<file path="src/rtl/hack_pkg.sv">
// Shared Hack ALU definitions: word type, control bundle layout and the
// eighteen comp encodings used by the CPU decoder and the test bench.
package hack_pkg;

    localparam int WORD_W = 16;

    typedef logic [WORD_W-1:0] word_t;

    // Bit order matches the Hack comp field: zx is the MSB, no the LSB.
    typedef struct packed {
        logic zx;
        logic nx;
        logic zy;
        logic ny;
        logic f;
        logic no;
    } alu_ctrl_t;

    localparam int ALU_CTRL_W = $bits(alu_ctrl_t);

    // Hack comp encodings; x is the D register, y is A or M.
    localparam alu_ctrl_t ALU_ZERO      = 6'b101010;
    localparam alu_ctrl_t ALU_ONE       = 6'b111111;
    localparam alu_ctrl_t ALU_NEG1      = 6'b111010;
    localparam alu_ctrl_t ALU_X         = 6'b001100;
    localparam alu_ctrl_t ALU_Y         = 6'b110000;
    localparam alu_ctrl_t ALU_NOT_X     = 6'b001101;
    localparam alu_ctrl_t ALU_NOT_Y     = 6'b110001;
    localparam alu_ctrl_t ALU_NEG_X     = 6'b001111;
    localparam alu_ctrl_t ALU_NEG_Y     = 6'b110011;
    localparam alu_ctrl_t ALU_X_PLUS_1  = 6'b011111;
    localparam alu_ctrl_t ALU_Y_PLUS_1  = 6'b110111;
    localparam alu_ctrl_t ALU_X_MINUS_1 = 6'b001110;
    localparam alu_ctrl_t ALU_Y_MINUS_1 = 6'b110010;
    localparam alu_ctrl_t ALU_X_PLUS_Y  = 6'b000010;
    localparam alu_ctrl_t ALU_X_MINUS_Y = 6'b010011;
    localparam alu_ctrl_t ALU_Y_MINUS_X = 6'b000111;
    localparam alu_ctrl_t ALU_X_AND_Y   = 6'b000000;
    localparam alu_ctrl_t ALU_X_OR_Y    = 6'b010101;

    // True when a control bundle is one of the eighteen defined comp codes.
    function automatic logic is_hack_comp(input alu_ctrl_t c);
        logic hit;
        hit = 1'b0;
        case (c)
            ALU_ZERO, ALU_ONE, ALU_NEG1, ALU_X, ALU_Y,
            ALU_NOT_X, ALU_NOT_Y, ALU_NEG_X, ALU_NEG_Y,
            ALU_X_PLUS_1, ALU_Y_PLUS_1, ALU_X_MINUS_1, ALU_Y_MINUS_1,
            ALU_X_PLUS_Y, ALU_X_MINUS_Y, ALU_Y_MINUS_X,
            ALU_X_AND_Y, ALU_X_OR_Y: hit = 1'b1;
            default: hit = 1'b0;
        endcase
        return hit;
    endfunction

endpackage

</file>
<file path="src/rtl/hack_alu_core.sv">
// Combinational second half of the Hack ALU: add or AND the already
// pre-processed operands, optionally invert, and derive the flags from the
// final (post-invert) value.
module hack_alu_core
    import hack_pkg::*;
#(
    parameter int WIDTH = WORD_W
) (
    input  logic [WIDTH-1:0] xp,
    input  logic [WIDTH-1:0] yp,
    input  logic             f,
    input  logic             no,
    output logic [WIDTH-1:0] res,
    output logic             zr,
    output logic             ng
);

    logic [WIDTH-1:0] sum;
    logic [WIDTH-1:0] conj;
    logic [WIDTH-1:0] r;

    // Compute result and flags; the adder carry out of the MSB is dropped.
    always_comb begin
        sum  = xp + yp;
        conj = xp & yp;
        r    = f ? sum : conj;
        res  = no ? ~r : r;
        zr   = (res == '0);
        ng   = res[WIDTH-1];
    end

endmodule

</file>
<file path="src/rtl/hack_alu_stage.sv">
// Two-stage registered Hack ALU with valid/ready flow control on both sides.
// S1 holds the zeroed/inverted operands, S2 holds the final result and flags.
//
// Handshake: a bundle moves in when in_valid && in_ready and moves out when
// out_valid && out_ready. Each stage advances when it is empty or the stage
// after it advances, so in_ready depends combinationally on out_ready; the
// integrator must not make out_ready depend on in_ready. out/zr/ng stay
// constant while out_valid is high and out_ready is low.
module hack_alu_stage
    import hack_pkg::*;
#(
    parameter int WIDTH = WORD_W
) (
    input  logic             clk,
    input  logic             reset,
    input  logic             in_valid,
    output logic             in_ready,
    input  logic [WIDTH-1:0] x,
    input  logic [WIDTH-1:0] y,
    input  logic             zx,
    input  logic             nx,
    input  logic             zy,
    input  logic             ny,
    input  logic             f,
    input  logic             no,
    output logic             out_valid,
    input  logic             out_ready,
    output logic [WIDTH-1:0] out,
    output logic             zr,
    output logic             ng
);

    alu_ctrl_t        ctrl_in;
    logic [WIDTH-1:0] x_z;
    logic [WIDTH-1:0] y_z;
    logic [WIDTH-1:0] xp_d;
    logic [WIDTH-1:0] yp_d;

    // S1 state
    logic [WIDTH-1:0] xp_q;
    logic [WIDTH-1:0] yp_q;
    logic             f_q;
    logic             no_q;
    logic             v1;

    // S2 state
    logic [WIDTH-1:0] out_q;
    logic             zr_q;
    logic             ng_q;
    logic             v2;

    // Core outputs feeding S2
    logic [WIDTH-1:0] res_d;
    logic             zr_d;
    logic             ng_d;

    logic s1_en;
    logic s2_en;

    assign ctrl_in = {zx, nx, zy, ny, f, no};

    // Stage enables: a stage may load when it is empty or its contents leave.
    always_comb begin
        s2_en    = !v2 || out_ready;
        s1_en    = !v1 || s2_en;
        in_ready = s1_en;
    end

    // Operand pre-processing: zero first, then invert.
    always_comb begin
        x_z  = ctrl_in.zx ? '0 : x;
        y_z  = ctrl_in.zy ? '0 : y;
        xp_d = ctrl_in.nx ? ~x_z : x_z;
        yp_d = ctrl_in.ny ? ~y_z : y_z;
    end

    // S1 register: captures the pre-processed bundle when allowed to advance.
    always_ff @(posedge clk) begin
        if (reset) begin
            xp_q <= '0;
            yp_q <= '0;
            f_q  <= 1'b0;
            no_q <= 1'b0;
            v1   <= 1'b0;
        end else if (s1_en) begin
            xp_q <= xp_d;
            yp_q <= yp_d;
            f_q  <= ctrl_in.f;
            no_q <= ctrl_in.no;
            v1   <= in_valid;
        end
    end

    hack_alu_core #(
        .WIDTH (WIDTH)
    ) u_core (
        .xp  (xp_q),
        .yp  (yp_q),
        .f   (f_q),
        .no  (no_q),
        .res (res_d),
        .zr  (zr_d),
        .ng  (ng_d)
    );

    // S2 register: result and flags; reset value describes a zero word.
    always_ff @(posedge clk) begin
        if (reset) begin
            out_q <= '0;
            zr_q  <= 1'b1;
            ng_q  <= 1'b0;
            v2    <= 1'b0;
        end else if (s2_en) begin
            out_q <= res_d;
            zr_q  <= zr_d;
            ng_q  <= ng_d;
            v2    <= v1;
        end
    end

    assign out_valid = v2;
    assign out       = out_q;
    assign zr        = zr_q;
    assign ng        = ng_q;

endmodule

</file>
<file path="config.mk">
export PLATFORM = sky130hd
export DESIGN_NAME = hack_alu_stage
export DESIGN_NICKNAME = d
export VERILOG_FILES = /design/src/rtl/hack_pkg.sv /design/src/rtl/hack_alu_core.sv /design/src/rtl/hack_alu_stage.sv
export SDC_FILE = /design/constraint.sdc
export NUM_CORES = 1
export LEC_CHECK = 0
export ABC_CLOCK_PERIOD_IN_PS = 2300
export CORE_MARGIN = 2
export CORE_UTILIZATION = 40
export CTS_BUF_LIST = sky130_fd_sc_hd__clkbuf_16
export DETAILED_ROUTE_END_ITERATION = 10
export GPL_TIMING_DRIVEN = 0
export PLACE_DENSITY = 0.71
export SLEW_MARGIN = 20
export SYNTH_ARGS = -nofsm -noshare
export SYNTH_HDL_FRONTEND = slang
export SYNTH_SLANG_ARGS = --single-unit
export TNS_END_PERCENT = 20
</file>
<file path="constraint.sdc">
create_clock -name clk -period 2.3 [get_ports clk]
set_input_delay 0.23 -clock clk [delete_from_list [all_inputs] [get_ports clk]]
set_output_delay 0.23 -clock clk [all_outputs]
set_load 0.05 [all_outputs]
</file>
# == Word-level counts from Yosys, hierarchy flattened ==
# Index checks and enable logic that the tools add are counted.
# word_totals
rom_bits,0
input_bits,42
register_bits,54
ramBits,0
elab_cells,25
out_inout_bits,20
latch_bits,0
mem_count,0
# classes
reduce_logical,5
add_sub_neg,1
bitwise_logic,4
n_mux,6
n_mul,0
div,0
n_eq_ne,0
n_shift,0
n_lt_le_gt_ge,0
# ops
op,count
two-way mux 16 bit,6
inverter 16 bit,3
adder 16 bit,1
AND 16 bit,1
zero test 16 bit,1
zero test 1 bit,2
logical OR 1 bit,2

# == Longest topological paths before layout ==
# depth
depth_word,5
mapped_depth,11
depth_no_buf,10

# == Modules after synthesis ==
# Synthesis repeated with hierarchy kept, for this count alone.
# unflattened
cells_unflattened,464
area_unflattened_um2,3908.7
# by_module_without_submodules
mod,area_each_um2,cells_each,n_inst,seq_area_each_um2
hack_alu_stage,2523.7,272,1,1081.0
hack_alu_core,1385.1,192,1,0.0

# == Worst setup path before layout ==
# OpenSTA, ideal clock, no wires.
# synth_timing
path_type,reg2reg
from,reg yp_q[0]
to,reg zr_q (netlist: zr)
period_less_slack_ns,2.551
stages_incl_launch_ff,11
path_slack_ns,-0.251
t_required_ns,2.204
setup_ns,0.096
n_path_buf,0
t_arrival_ns,2.455
path_cell_list,dfxtp_1 -> ha_1 -> fa_1 -> a211oi_2 -> o21bai_1 -> or4_1 -> nand4_1 -> mux2i_1 -> nor3_1 -> nand4bb_1 -> o41ai_2
# synth_via
elab_chain_len,5
elab_cells_between_ends,6
cone_classes,1 x add/sub; 2 x mux; 2 x bitwise; 1 x reduce/logical
# synth_lines
item,line,text
start: declaration,hack_alu_stage.sv:41,logic [WIDTH-1:0] yp_q;
start signal: assignment,hack_alu_stage.sv:87,yp_q <= yp_d;
adder 16 bit / AND 16 bit (equally long branches),"hack_alu_core.sv:24, hack_alu_core.sv:25",
two-way mux 16 bit *,hack_alu_core.sv:26,r = f ? sum : conj;
inverter 16 bit,hack_alu_core.sv:27,res = no ? ~r : r;
two-way mux 16 bit *,hack_alu_core.sv:27,
zero test 16 bit *,hack_alu_core.sv:28,zr = (res == '0);
end signal: assignment,hack_alu_stage.sv:115,zr_q <= zr_d;
end: declaration,hack_alu_stage.sv:48,logic zr_q;
# Every way passes the cells marked *; elsewhere a longest branch is shown, timed or not.
# A chain may end at the register's enable or synchronous reset.

# == Final worst setup path ==
# layout_timing
from,reg xp_q[0]
to,reg zr_q (netlist: zr)
# layout_via
elab_chain_len,5
elab_cells_between_ends,6
cone_classes,1 x add/sub; 2 x mux; 2 x bitwise; 1 x reduce/logical
# layout_lines
item,line,text
start: declaration,hack_alu_stage.sv:40,logic [WIDTH-1:0] xp_q;
start signal: assignment,hack_alu_stage.sv:86,xp_q <= xp_d;
adder 16 bit / AND 16 bit (equally long branches),"hack_alu_core.sv:24, hack_alu_core.sv:25",
two-way mux 16 bit *,hack_alu_core.sv:26,
inverter 16 bit,hack_alu_core.sv:27,
two-way mux 16 bit *,hack_alu_core.sv:27,
zero test 16 bit *,hack_alu_core.sv:28,
# Marks and branches as above.

==> results.sh <==
export IMPL_timing_final_crit_share_pct=113
export IMPL_startpoint_type="register"
export IMPL_cts_buffers=5
export IMPL_worstHoldStart="reset"
export IMPL_antenna_found_initial=0
export IMPL_grt_usage_pct=19.9
export IMPL_cts_reportedPaths_clkPinSlew_ps=70
export IMPL_areaGrowthSynthToFinish_pct=31.9
export IMPL_slew_violations=0
export IMPL_io_pins=62
export IMPL_path_delay_family="compound AO/OA/AOI/OAI gates"
export IMPL_crit_buf_inv=0
export IMPL_slew_headroom_pct=52.8
export IMPL_seq_area_frac_synth_pct=28.0
export IMPL_startpoint="xp_q[0]"
export IMPL_final_cells=669
export IMPL_cp_arrival_ps=2810
export IMPL_synth_cell_types=63
export IMPL_fmax_mhz=384
export IMPL_gp_congestion=0.854
export IMPL_syn_nets=540
export IMPL_viasPerCell=5.53
export IMPL_fp_dieH_um=101
export IMPL_total_power_mw=2.82
export IMPL_initialDrtViolationCount=247
export IMPL_min_to="yp_q[7]"
export IMPL_status="complete, but fails checks"
export IMPL_cp_end_kind="register"
export IMPL_wl_met2_mm=4.95
export IMPL_cts_max_path_buffers=2
export IMPL_drc=0
export IMPL_wl_per_cell_um=15.3
export IMPL_synth_edf_count=0
export IMPL_rows=35
export IMPL_dp_slack_ps=-777
export IMPL_synthArstFlopShare_pct=0
export IMPL_htree_num_levels=2
export IMPL_drive_gt1_share_pct=16.7
export IMPL_r2r_start="xp_q[0]"
export IMPL_cts_root_buf="clkbuf_16"
export IMPL_wl_met3_um=505
export IMPL_hold_viol_final=0
export IMPL_ys_flop_type="dfxtp_1"
export IMPL_worstPathRequired_ps=2500
export IMPL_slowest_stage="fa_2"
export IMPL_hpwlAfterDp_mm=7.79
export IMPL_netlist_area_mm2=0.00379
export IMPL_fin_util_pct=54.4
export IMPL_r2r_end="zr"
export IMPL_crit_path_max_fanout=4
export IMPL_fin_area_mm2=0.00500
export IMPL_cts_sinks=53
export IMPL_wl_met1_mm=4.68
export IMPL_fin_setup_tns_ps=-898
export IMPL_clk_latency_ps=290
export IMPL_maxUsedRoutingLayer="met4"
export IMPL_cts_tree="yes"
export IMPL_irDropWorstVdd_v=0.000289
export IMPL_worst_slew_pin_slew_ps=707
export IMPL_synth_cells=481
export IMPL_fin_ws_ps=-307
export IMPL_syn_avg_cell_area_um2=7.88
export IMPL_vias=3698
export IMPL_crit_type="register to register"
export IMPL_finalSetupViolations=5
export IMPL_grt_setup_unrepaired="yes"
export IMPL_fin_hold_ws_ps=283
export IMPL_core_area_mm2=0.00920
export IMPL_min_path_cells=2
export IMPL_skew_ps=5.13
export IMPL_io_buffers=58
export IMPL_ys_warn_count=0
export IMPL_ys_ff_latch=53
export IMPL_violations="negative setup slack"
export IMPL_placed_cells=650
export IMPL_cp_cell_sequence="ha_4 > fa_2 > a211oi_4 > o21ai_2 > nand3_2 > a31oi_4 > or3_4 > a21oi_2 > o2bb2ai_2 > o41ai_2"
export IMPL_dpl_cell_area_mm2=0.00451
export IMPL_antenna_cells=0
export IMPL_ant_nets=0
export IMPL_fillers=907
export IMPL_max_stage_delay_ps=380
export IMPL_die_area_mm2=0.0103
export IMPL_rrSetupSlack_ps=-310
export IMPL_max_cap_violations=0
export IMPL_r2r_cells=10
export IMPL_grt_pass1_wl_mm=16.4
export IMPL_grt_ovfl_total=0
export IMPL_power_density_mw_per_mm2=564
export IMPL_start_util_pct=41.2
export IMPL_grt_max_degree=17
export IMPL_hold_buffers=0
export IMPL_num_nets_final=616
export IMPL_power_leakage_nw=1.87
export IMPL_dr_pass1_iters=6
export IMPL_grt_pass1_vias=3472
export IMPL_hold_class="input port to register"
export IMPL_die_x_um=101
export IMPL_fin_crit_ps=2610
export IMPL_routed_wl_mm=10.2
[where the power goes]
part	switching, mW	leakage, nW	internal [mW]
logic	0.558	1.36	0.457
registers	0.0566	0.443	1.00
clock network	0.343	0.0693	0.401
total	0.958	1.87	1.86
[repair_timing]
action | 4_1_cts | 5_1_grt
resized for setup | 42 | 24
buffers inserted | 10 | 1
pin swaps | 21 | 9
setup endpoints to repair | 10 | 11
[synthesized netlist by cell type, drive strengths merged (2+ instances only)]
library cell	instances	area, um^2
nor4	3	18.8
o311ai	3	26.3
a31oi	6	37.5
ha	16	200
o21a	4	30.0
xnor2	43	377
or3b	2	17.5
or3	5	31.3
a21oi	23	115
o2bb2ai	2	17.5
nor2	56	210
and3	5	37.5
nor2b	39	244
o31ai	5	37.5
o21ai	10	53.8
dfxtp	53	1060
a211oi	41	313
clkbuf	22	85.1
a2111oi	2	17.5
mux2	2	22.5
nor3	10	50.1
nand3	13	65.1
nor3b	4	30.0
and4	4	36.3
inv	6	22.5
a211o	5	43.8
or4	2	18.8
o21bai	3	22.5
mux2i	5	50.1
a21o	6	47.6
buf	16	87.6
nand4	3	18.8
o211ai	2	15.0
nand2	43	161
[final cells by class]
class / count / area (um^2) / area share [%]
repair buffers: 69 / 658 / 13.2
plain buffers: 38 / 183 / 3.65
well taps: 111 / 139 / 2.78
multi-input cells: 384 / 2780 / 55.6
clock buffers: 5 / 125 / 2.50
flip-flops and latches: 53 / 1070 / 21.5
clock inverters: 3 / 16.3 / 0.325
inverters: 6 / 22.5 / 0.451
[cell usage in the layout, fill, tap and decap left out, types with 4 or more instances in the layout]
| cell type | Yosys | routed |
|---|---|---|
| a211o_1 | 5 | 5 |
| a211oi_1 | 40 | 35 |
| a211oi_2 | 1 | 4 |
| a21o_1 | 4 | 4 |
| a21oi_1 | 23 | 20 |
| buf_2 | 10 | 10 |
| buf_4 | 4 | 16 |
| clkbuf_1 | 20 | 17 |
| clkbuf_16 | 0 | 5 |
| clkbuf_2 | 2 | 5 |
| clkdlybuf4s50_1 | 0 | 57 |
| dfxtp_1 | 53 | 47 |
| dfxtp_2 | 0 | 4 |
| ha_1 | 16 | 11 |
| ha_4 | 0 | 5 |
| inv_1 | 4 | 4 |
| mux2i_1 | 5 | 5 |
| nand2_1 | 43 | 43 |
| nand3_1 | 13 | 12 |
| nor2_1 | 56 | 56 |
| nor2b_1 | 39 | 39 |
| nor3_1 | 10 | 8 |
| nor3b_1 | 4 | 4 |
| o21a_1 | 4 | 4 |
| o21ai_0 | 7 | 4 |
| or3_1 | 5 | 4 |
| xnor2_1 | 43 | 42 |
[how the worst max path moves through the flow]
| stage | end | slack (ps) | depth (start not counted) |
|---|---|---|---|
| finish | zr | -310 | 10 |
| global route | zr | -390 | 10 |
| CTS | zr | -230 | 10 |
| detailed placement | in_ready | -780 | 7 |
| global placement | in_ready | -760 | 7 |
| floorplan | zr | -160 | 10 |
[worst register-to-register path: stages (launching register included)]
cell       delay, ps
dfxtp_2          340
ha_4             160
fa_2             380
a211oi_4         310
o21ai_2          120
nand3_2          160
a31oi_4          110
or3_4            370
a21oi_2          170
o2bb2ai_2         90
o41ai_2          300
[flip-flops by register name, summed over array words and instances, names as in the netlist]
| register | cells |
|---|---|
| v1 | 1 |
| yp_q | 16 |
| xp_q | 16 |
| f_q | 1 |
| out | 16 |
| out_valid | 1 |
| no_q | 1 |
| zr | 1 |
[metal layers]
layer / vias up / track usage (%)
met1: 1690 / 25.7
li1: 1872 / -
met5: - / 0
met2: 125 / 34.8
met3: 11 / 2.83
met4: 0 / 5.20
[kinds of logic after synthesis]
logic type	Yosys count	share of synthesized area, %
DFF	53	28.0
AOI/OAI and AO/OA	122	23.1
xor gates and xnor gates	43	9.94
and+or+nand+nor	195	26.1
buffers and inverters	44	5.15
muxes	7	1.92
adders and majority gates	17	5.81
(Power assumes the default switching activity.)
